**config.mk**
```make
export PLATFORM = sky130hd
export DESIGN_NAME = uart_tx
export DESIGN_NICKNAME = d
export VERILOG_FILES = /design/src/rtl/uart_tx_pkg.sv /design/src/rtl/tx_fifo.sv /design/src/rtl/uart_tx.sv
export SDC_FILE = /design/constraint.sdc
export NUM_CORES = 1
export LEC_CHECK = 0
export CAP_MARGIN = 20
export CORE_UTILIZATION = 25
export CTS_CLUSTER_SIZE = 8
export DETAILED_ROUTE_END_ITERATION = 12
export HOLD_SLACK_MARGIN = 0.02
export PLACE_DENSITY = 0.45
export SETUP_SLACK_MARGIN = 0.3
export SYNTH_ARGS = -nofsm -noshare
export SYNTH_HDL_FRONTEND = slang
export SYNTH_SLANG_ARGS = --single-unit
```
**constraint.sdc**
```tcl
create_clock -name iFpgaClock -period 3.3 [get_ports iFpgaClock]
set_input_delay 0.33 -clock iFpgaClock [delete_from_list [all_inputs] [get_ports iFpgaClock]]
set_output_delay 0.33 -clock iFpgaClock [all_outputs]
set_load 0.01 [all_outputs]
```
**src/rtl/uart_tx_pkg.sv**
```systemverilog
// Shared UART definitions: FSM state encoding and bit-timing derivation,
// used by both the transmit and receive sides.
package uart_tx_pkg;

    typedef enum logic [1:0] {
        ST_IDLE  = 2'd0,
        ST_START = 2'd1,
        ST_DATA  = 2'd2,
        ST_STOP  = 2'd3
    } uart_state_t;

    localparam int unsigned FRAME_BITS = 32'd10;

    function automatic int unsigned clks_per_bit(input int unsigned clock_hz,
                                                 input int unsigned baud);
        return clock_hz / baud;
    endfunction

    function automatic logic is_pow2(input int unsigned value);
        return (value != 32'd0) && ((value & (value - 32'd1)) == 32'd0);
    endfunction

endpackage

```
**src/rtl/tx_fifo.sv**
```systemverilog
// Transmit byte buffer. A push while full is dropped even if a pop happens
// on the same edge; a push and pop together leave the count unchanged.
module tx_fifo #(
    parameter  int DEPTH = 16,
    parameter  int WIDTH = 8,
    localparam int AW    = $clog2(DEPTH),
    localparam int CW    = $clog2(DEPTH) + 1
) (
    input  logic             clk,
    input  logic             rst,
    input  logic             push,
    input  logic             pop,
    input  logic [WIDTH-1:0] wdata,
    output logic [WIDTH-1:0] rdata,
    output logic [CW-1:0]    count,
    output logic             full,
    output logic             empty
);

    localparam logic [CW-1:0] DEPTH_C = CW'(DEPTH);

    logic [WIDTH-1:0] mem [DEPTH];
    logic [AW-1:0]    wr_ptr;
    logic [AW-1:0]    rd_ptr;
    logic             do_push;
    logic             do_pop;

    assign full    = (count == DEPTH_C);
    assign empty   = (count == {CW{1'b0}});
    assign do_push = push && !full;
    assign do_pop  = pop && !empty;
    assign rdata   = mem[rd_ptr];

    // Pointers wrap naturally because DEPTH is a power of two
    always_ff @(posedge clk or posedge rst) begin
        if (rst) begin
            wr_ptr <= {AW{1'b0}};
            rd_ptr <= {AW{1'b0}};
            count  <= {CW{1'b0}};
        end else begin
            if (do_push) begin
                wr_ptr <= wr_ptr + AW'(1'b1);
            end
            if (do_pop) begin
                rd_ptr <= rd_ptr + AW'(1'b1);
            end
            if (do_push && !do_pop) begin
                count <= count + CW'(1'b1);
            end else if (!do_push && do_pop) begin
                count <= count - CW'(1'b1);
            end
        end
    end

    // Storage array; contents are don't-care until written
    always_ff @(posedge clk) begin
        if (do_push) begin
            mem[wr_ptr] <= wdata;
        end
    end

endmodule

```
**src/rtl/uart_tx.sv**
```systemverilog
// Buffered 8N1 UART transmitter. Frames are sent back to back while the
// buffer holds data; the line idles high.
module uart_tx
    import uart_tx_pkg::*;
#(
    parameter int CLOCK_HZ   = 100000000,
    parameter int BAUD       = 128000,
    parameter int FIFO_DEPTH = 16
) (
    input  logic                         iFpgaClock,
    input  logic                         iFpgaReset,
    input  logic [7:0]                   iData,
    input  logic                         iValid,
    output logic                         oReady,
    output logic                         oTx,
    output logic                         oBusy,
    output logic [$clog2(FIFO_DEPTH):0]  oFifoCount
);

    localparam int CLKS_PER_BIT = clks_per_bit(CLOCK_HZ, BAUD);
    localparam int CNT_W        = (CLKS_PER_BIT > 1) ? $clog2(CLKS_PER_BIT) : 1;
    localparam logic [CNT_W-1:0] CNT_LAST = CNT_W'(CLKS_PER_BIT - 1);

    generate
        if ((CLKS_PER_BIT < 2) || (FIFO_DEPTH < 2) || !is_pow2(FIFO_DEPTH)) begin : g_bad_cfg
            $error("uart_tx: CLKS_PER_BIT must be >= 2 and FIFO_DEPTH a power of two >= 2");
        end
    endgenerate

    uart_state_t      state;
    logic [CNT_W-1:0] cnt;
    logic [2:0]       bit_idx;
    logic [7:0]       shreg;
    logic             tx;
    logic             pop;
    logic             bit_done;
    logic [7:0]       fifo_rdata;
    logic             fifo_full;
    logic             fifo_empty;

    tx_fifo #(
        .DEPTH (FIFO_DEPTH),
        .WIDTH (8)
    ) u_fifo (
        .clk   (iFpgaClock),
        .rst   (iFpgaReset),
        .push  (iValid),
        .pop   (pop),
        .wdata (iData),
        .rdata (fifo_rdata),
        .count (oFifoCount),
        .full  (fifo_full),
        .empty (fifo_empty)
    );

    assign bit_done = (cnt == CNT_LAST);

    // Pop the head byte exactly when a new frame begins
    always_comb begin
        pop = 1'b0;
        if (!fifo_empty && (state == ST_IDLE)) begin
            pop = 1'b1;
        end else if (!fifo_empty && (state == ST_STOP) && bit_done) begin
            pop = 1'b1;
        end else begin
            pop = 1'b0;
        end
    end

    // Frame sequencer; tx is registered so the line never glitches
    always_ff @(posedge iFpgaClock or posedge iFpgaReset) begin
        if (iFpgaReset) begin
            state   <= ST_IDLE;
            cnt     <= {CNT_W{1'b0}};
            bit_idx <= 3'd0;
            shreg   <= 8'd0;
            tx      <= 1'b1;
        end else begin
            case (state)
                ST_IDLE: begin
                    cnt <= {CNT_W{1'b0}};
                    if (pop) begin
                        state <= ST_START;
                        shreg <= fifo_rdata;
                        tx    <= 1'b0;
                    end
                end
                ST_START: begin
                    if (bit_done) begin
                        state   <= ST_DATA;
                        cnt     <= {CNT_W{1'b0}};
                        bit_idx <= 3'd0;
                        tx      <= shreg[0];
                    end else begin
                        cnt <= cnt + CNT_W'(1'b1);
                    end
                end
                ST_DATA: begin
                    if (bit_done) begin
                        cnt <= {CNT_W{1'b0}};
                        if (bit_idx == 3'd7) begin
                            state <= ST_STOP;
                            tx    <= 1'b1;
                        end else begin
                            bit_idx <= bit_idx + 3'd1;
                            shreg   <= {1'b0, shreg[7:1]};
                            tx      <= shreg[1];
                        end
                    end else begin
                        cnt <= cnt + CNT_W'(1'b1);
                    end
                end
                ST_STOP: begin
                    if (bit_done) begin
                        cnt <= {CNT_W{1'b0}};
                        if (pop) begin
                            state <= ST_START;
                            shreg <= fifo_rdata;
                            tx    <= 1'b0;
                        end else begin
                            state <= ST_IDLE;
                            tx    <= 1'b1;
                        end
                    end else begin
                        cnt <= cnt + CNT_W'(1'b1);
                    end
                end
                default: begin
                    state <= ST_IDLE;
                    cnt   <= {CNT_W{1'b0}};
                    tx    <= 1'b1;
                end
            endcase
        end
    end

    assign oTx    = tx;
    assign oReady = !fifo_full;
    assign oBusy  = (state != ST_IDLE) || !fifo_empty;

endmodule

```
==> reports/results.txt, run 1 <==
Largest net degree at the start of global routing -> 40
Final instance area -> 8320 µm²
Crit path launch -> cnt[4]
Post-CTS Setup Bufs -> 0
Placed instance area -> 7750 µm²
Synth Area in Adders -> 3.50%
Synth Area in Compound Gates -> 5.82%
Avg WL per Cell -> 16.8 µm
Final Power -> 5.15 mW
Die width -> 169 µm
Yosys cell types -> 49
R2R Setup Slk -> 510 ps
Max VDD drop -> 0.331 mV
First-pass GRT wire length -> 23,100 µm
Post-synthesis mux area share -> 12.6%
Startpoint type of the worst setup path -> flip-flop
Seq/Total Area, Yosys -> 68.0%
Final WL -> 14,500 µm
Synth Register Bits -> 165
Reg2reg start -> cnt[4]
Status -> completed
Sink Count -> 165
Overall Global Routing Usage -> 10.8%
Critical Path End Type -> flip-flop
Setup-failing EPs final -> 0
Fin nets -> 509
Setup TNS -> 0 ps
Ys Warns -> 0
Final Hold Viols -> 0
Worst Hold Class -> in2async
Post-CTS Hold Buffers -> 0
P_leak -> 3.05 nW
GPL Wtd Cong -> 0.792
Number of I/O pins -> 19
Final worst path period share -> 84.4%
RSZ-0062 raised after global routing -> no
Post_cts resized -> 0
Slowest stage delay, CP -> 460 ps
Rel. slew slack -> 51.2%
Initial antenna violation count -> 0
First-pass DRT Iterations -> 4
Port bufs -> 18
Post-synth EDFFs -> 128
Net Count, Synth -> 467
Starting Density -> 25.7%
Crit-path slowest cell -> nor3_1
CTS tree -> yes
R2R Path End -> u_fifo.count[4]
Fin. max-slew vios -> 0
Utilization after layout -> 30.5%
Post-route ant nets -> 0
Main combinational cell family by area after synthesis -> multiplexers
Die height -> 169 µm
Die area -> 28,700 µm²
Clock transition at path regs -> 70 ps
Iter 0 DRT Violations -> 178
Critical path type -> reg2reg
Post-DP HPWL -> 9970 µm
Core Footprint -> 27,300 µm²
Worst clock skew -> 12.6 ps
CTS root buf -> clkbuf_16
Worst Slack Setup Final -> 513 ps
Antenna cell count -> 0
Skew-Pair Late Insertion Delay -> 430 ps
Layout cells sized above 1 -> 18.5%
Via-to-Cell Ratio -> 4.40
Worst-Margin Slew -> 731 ps
Synth Area in Simple Gates -> 5.74%
CTS Buf Count -> 17
Final min period -> 2790 ps
Worst Setup EP -> u_fifo.count[4]
Xor/xnor share of the synthesized area -> 2.25%
Clock Tree Buf Depth -> 2
H-tree levels -> 4
DR vias -> 3,799
Critical path cell sequence -> nor3_1, a41oi_1, nor2_1, inv_1, ha_1, inv_1, ha_1, a21o_1, a21oi_1, xnor2_1, nor2_1, xor2_1
Crit path DAT -> 3100 ps
Max Cap Viol -> 0
FFs w/ async S/R, synth -> 22.4%
Mapped Area -> 7010 µm²
Number of core rows -> 60
Crit Path Max Fanout -> 5
Post-Place Setup Slack -> 473 ps
PwrDens -> 619 nW/µm²
Vias in the first global route -> 4,021
Mean Syn Cell Area -> 16.0 µm²
Cells after Synth -> 437
Drt drc -> 0
Reg2reg path depth -> 12
Critical Path RT -> 3610 ps
Max Freq -> 359 MHz
Grt total ovfl -> 0
Ys flop type -> edfxtp_1
Area grow syn2layout -> 18.7%
[worst min-delay path by stage]
stage	start	end	slack [ps]
6_report	iFpgaReset	cnt[1]	330
5_1_grt	iFpgaReset	cnt[7]	400
4_1_cts	iFpgaReset	cnt[0]	350
3_5_place_dp	cnt[9]	cnt[9]	490
3_3_place_gp	bit_idx[1]	bit_idx[1]	490
2_1_floorplan	iData[0]	u_fifo.mem[0][0]	430
[cells in the final DEF, fill, tap and decap left out, types with 9 or more instances in the layout]
| master | synthesis | layout |
|---|---|---|
| clkdlybuf4s50_1 | 0 | 18 |
| buf_4 | 1 | 23 |
| nor2_1 | 32 | 32 |
| nand2_1 | 22 | 22 |
| a31oi_1 | 9 | 9 |
| ha_1 | 18 | 18 |
| xnor2_1 | 9 | 9 |
| dfrtp_1 | 36 | 34 |
| mux2i_1 | 25 | 25 |
| clkbuf_16 | 0 | 17 |
| inv_1 | 11 | 11 |
| mux4_2 | 20 | 20 |
| edfxtp_1 | 128 | 128 |
| o21ai_0 | 16 | 16 |
| xor2_1 | 9 | 9 |
| a221oi_1 | 12 | 12 |
[synth_stat cells, drive strengths merged, types with 5 or more instances]
master | count | share of area, %
dfrtp | 36 | 13
a221oi | 12 | 1.5
mux4 | 22 | 7.2
mux2i | 25 | 3.6
o21ai | 16 | 1.1
a22oi | 8 | 0.86
mux2 | 11 | 1.8
ha | 18 | 3.2
clkbuf | 8 | 0.43
inv | 12 | 0.64
nand2 | 22 | 1.2
xor2 | 9 | 1.1
buf | 11 | 1.0
nor2 | 32 | 1.7
edfxtp | 128 | 55
xnor2 | 9 | 1.1
a31oi | 9 | 0.80
nor3 | 8 | 0.57
nand3 | 5 | 0.36
[where the power goes]
part,internal (mW),total [mW],switching (mW),leakage [nW]
Clock,1.00,1.92,0.917,0.277
Sequential,2.46,2.58,0.120,1.61
Combinational,0.291,0.651,0.360,1.16
[logic make-up after synthesis]
logic type / count (synthesis)
flops: 165
buf+inv: 31
mux: 58
xor+xnor: 18
compound gates: 59
fa+ha+maj: 19
simple gates: 87
[stage by stage]
stage / std cells / hold slack [ps]
after floorplan: 437 / 429
after global routing: 864 / 402
after CTS: 864 / 351
after global placement: 832 / 491
after detailed placement: 832 / 492
final: 864 / 327
[cell type report]
class                           count  area (µm²)
Fill cell                        2684       18900
Multi-Input combinational cell    241        2100
Tap cell                          372         465
Sequential cell                   165        4770
Inverter                           12        45.0
Timing Repair Buffer               42         373
Clock inverter                     14         136
Clock buffer                       18         429
[layer usage]
layer	up-vias	track usage (%)	routed length (µm)
met5	-	0	0
met4	0	3.53	184
met3	15	2.45	400
met2	39	18.3	7350
met1	1969	13.7	6600
li1	1776	-	-
[critical path: cells and delay by family, from the launching register on]
kind | cells | cell delay, ps
AND/OR/NAND/NOR | 3 | 700
AO/OA/AOI/OAI | 3 | 540
adder cells (fa/ha/maj) | 2 | 510
flip-flops | 1 | 430
XOR/XNOR | 2 | 280
buffers and inverters | 2 | 210
[flip-flops by register name, indices dropped and copies added (netlist names)]
signal and cells:
bit_idx 3, u_fifo.mem 128, state 2, u_fifo.wr_ptr 4, shreg 8, oTx 1, cnt 10, u_fifo.count 5
u_fifo.rd_ptr 4
Note: power is estimated with default switching activity, not from simulation.
==> inputs of run 2 (changes only) <==
==> constraint.sdc (replaced) <==
create_clock -name iFpgaClock -period 2.7 [get_ports iFpgaClock]
set_input_delay 0.27 -clock iFpgaClock [delete_from_list [all_inputs] [get_ports iFpgaClock]]
set_output_delay 0.27 -clock iFpgaClock [all_outputs]
set_load 0.01 [all_outputs]
==> run 2 against run 1 <==
Compared with the run above: sequential power up 21%; sequential share of layout area fell by 1.4 points; wire length increased by 1.6%; setup slack worse by 240 ps; clock-buffer cell count rose by 1; clock power rose by 28%; non-clock buffer count increased by 18; critical path type unchanged; total power is 27% higher; first-iteration DRC count is 34% higher; hold slack worse by 45 ps; die area unchanged.
==> reports/results.txt, run 2 (synthesis gave the netlist of run 1 again) <==
Status -> completed
Rel. slew slack -> 43.2%
Max Freq -> 413 MHz
Top Registers -> u_fifo.mem: 128 flops, cnt: 10 flops, shreg: 8 flops
Post-CTS Hold Buffers -> 0
RSZ-0062 raised after global routing -> yes
Via-to-Cell Ratio -> 4.35
CTS Buf Count -> 17
Setup-failing EPs final -> 0
Reg power frac -> 48.0%
Largest register by flop count -> u_fifo.mem
Post-route ant nets -> 0
Commonest non-fill, non-tap cell in the layout -> edfxtp_1
Area grow syn2layout -> 21.7%
Starting Density -> 25.7%
Final Hold Viols -> 0
Skew-Pair Late Insertion Delay -> 420 ps
Fin. max-slew vios -> 0
Delay-heaviest family, CP -> adder cells
Pint -> 4.85 mW
DR vias -> 3,841
Clock Tree Buf Depth -> 2
Sink Count -> 165
Port bufs -> 18
Die height -> 169 µm
Layout cells sized above 1 -> 23.7%
Die area -> 28,700 µm²
Bufs and invs on worst path -> 3
Core Footprint -> 27,300 µm²
Setup TNS -> 0 ps
Switching power -> 1.67 mW
Startpoint type of the worst setup path -> flip-flop
Sw Ratio -> 25.5%
Placed instance area -> 7840 µm²
Initial antenna violation count -> 0
Iter 0 DRT Violations -> 238
First-pass GRT wire length -> 23,700 µm
Placed insts -> 840
Drt drc -> 0
Critical Path RT -> 3010 ps
Worst Hold Class -> in2async
Vias in the first global route -> 4,160
Fin nets -> 527
H-tree levels -> 4
Crit-path slowest cell -> dfrtp_1
Final instance area -> 8540 µm²
Comb pwr share -> 14.5%
Clock share of power -> 37.5%
Critical path type -> reg2reg
GPL Wtd Cong -> 0.722
Fin Hold WS -> 282 ps
Overall Global Routing Usage -> 11.1%
Finished Layout Cells -> 882
P_leak -> 3.14 nW
Worst clock skew -> 13.0 ps
Number of core rows -> 60
CTS tree -> yes
Crit path DAT -> 2730 ps
Most frequent cells in the layout -> edfxtp_1 (128), buf_4 (41), dfrtp_1 (34)
Grt total ovfl -> 0
Largest register FFs -> 128
Final min period -> 2420 ps
Antenna cell count -> 0
Number of I/O pins -> 19
Clock transition at path regs -> 70 ps
CTS root buf -> clkbuf_16
Final WL -> 14,800 µm
Max Cap Viol -> 0
Critical path cell sequence -> inv_1, ha_2, and4b_2, a41oi_2, nor2_2, inv_1, ha_2, inv_4, fa_2, a21o_1, a21oi_2, xnor2_1, nor2_1, xor2_1
Critical Path End Type -> flip-flop
Largest net degree at the start of global routing -> 38
Avg WL per Cell -> 16.7 µm
Max VDD drop -> 0.382 mV
PwrDens -> 764 nW/µm²
Die width -> 169 µm
Slowest stage delay, CP -> 360 ps
Worst-Margin Slew -> 849 ps
Final worst path period share -> 89.8%
First-pass DRT Iterations -> 4
Post-DP HPWL -> 10,200 µm
Crit Path Max Fanout -> 4
==> run 2: changes by cell type in the layout (fill, tap and decap cells not counted), moves of 2 or more <==
cell	before	now
nor2_2	0	2
a21oi_1	4	2
ha_1	18	15
buf_4	23	41
ha_2	0	2
nor2_1	32	30
a21oi_2	0	2
bufinv_16	0	2
==> run 2: cell type report <==
cell class	instances	area, µm²
inverter	12	47.5
sequential	165	4780
fill	2655	18700
timing repair buffer	60	502
clock buffer	19	433
clock inverter	13	164
multi-input combinational	241	2150
tap	372	465
==> run 2: power groups by stage <==
stage / combinational (mW) / sequential, mW / clock, mW
2_1_floorplan: 0.512 / 3.17 / 0
3_3_place_gp: 0.869 / 3.17 / 0
3_5_place_dp: 0.901 / 3.18 / 0
4_1_cts: 0.944 / 3.13 / 2.50
5_1_grt: 1.05 / 3.16 / 2.60
6_report: 0.943 / 3.13 / 2.45
==> run 2: worst paths after layout <==
| path | slack [ps] | startpoint | endpoint | cells after the start |
|---|---|---|---|---|
| worst min-delay path | 280 | iFpgaReset | cnt[9] | 3 |
| worst min register to register | 500 | cnt[9] | cnt[9] | 1 |
| max in group asynchronous | 2030 | iFpgaReset | u_fifo.rd_ptr[0] | 3 |
| min in group iFpgaClock | 500 | cnt[9] | cnt[9] | 1 |
| worst max-delay path | 280 | cnt[0] | u_fifo.count[4] | 14 |
| worst max register to register | 280 | cnt[0] | u_fifo.count[4] | 14 |
==> run 2: metrics by stage <==
step,total power [mW],setup slack [ps],util (%)
after floorplan,3.68,228,-
after global placement,4.04,254,28.8
after detailed placement,4.09,182,28.8
after CTS,6.58,249,31.2
after global routing,6.81,140,31.3
final,6.52,276,31.3
==> run 2: tightest hold or removal path: stages <==
cell and delay, ps:
clkdlybuf4s50_1 400, inv_1 50, buf_4 430
==> run 2: timing repair <==
action	in CTS	in global routing
setup endpoints to repair	2	17
buffers inserted	8	2
pin swaps	8	5
resized for setup	4	4
==> run 2: per-layer routing <==
layer  GRT usage [%]  vias up  part of all wire (%)
li1                -     1807                     -
met5               0        -                     0
met3            2.87        5                   3.7
met4            2.43        0                  0.35
met2            18.5       46                    50
met1            14.4     1983                    46
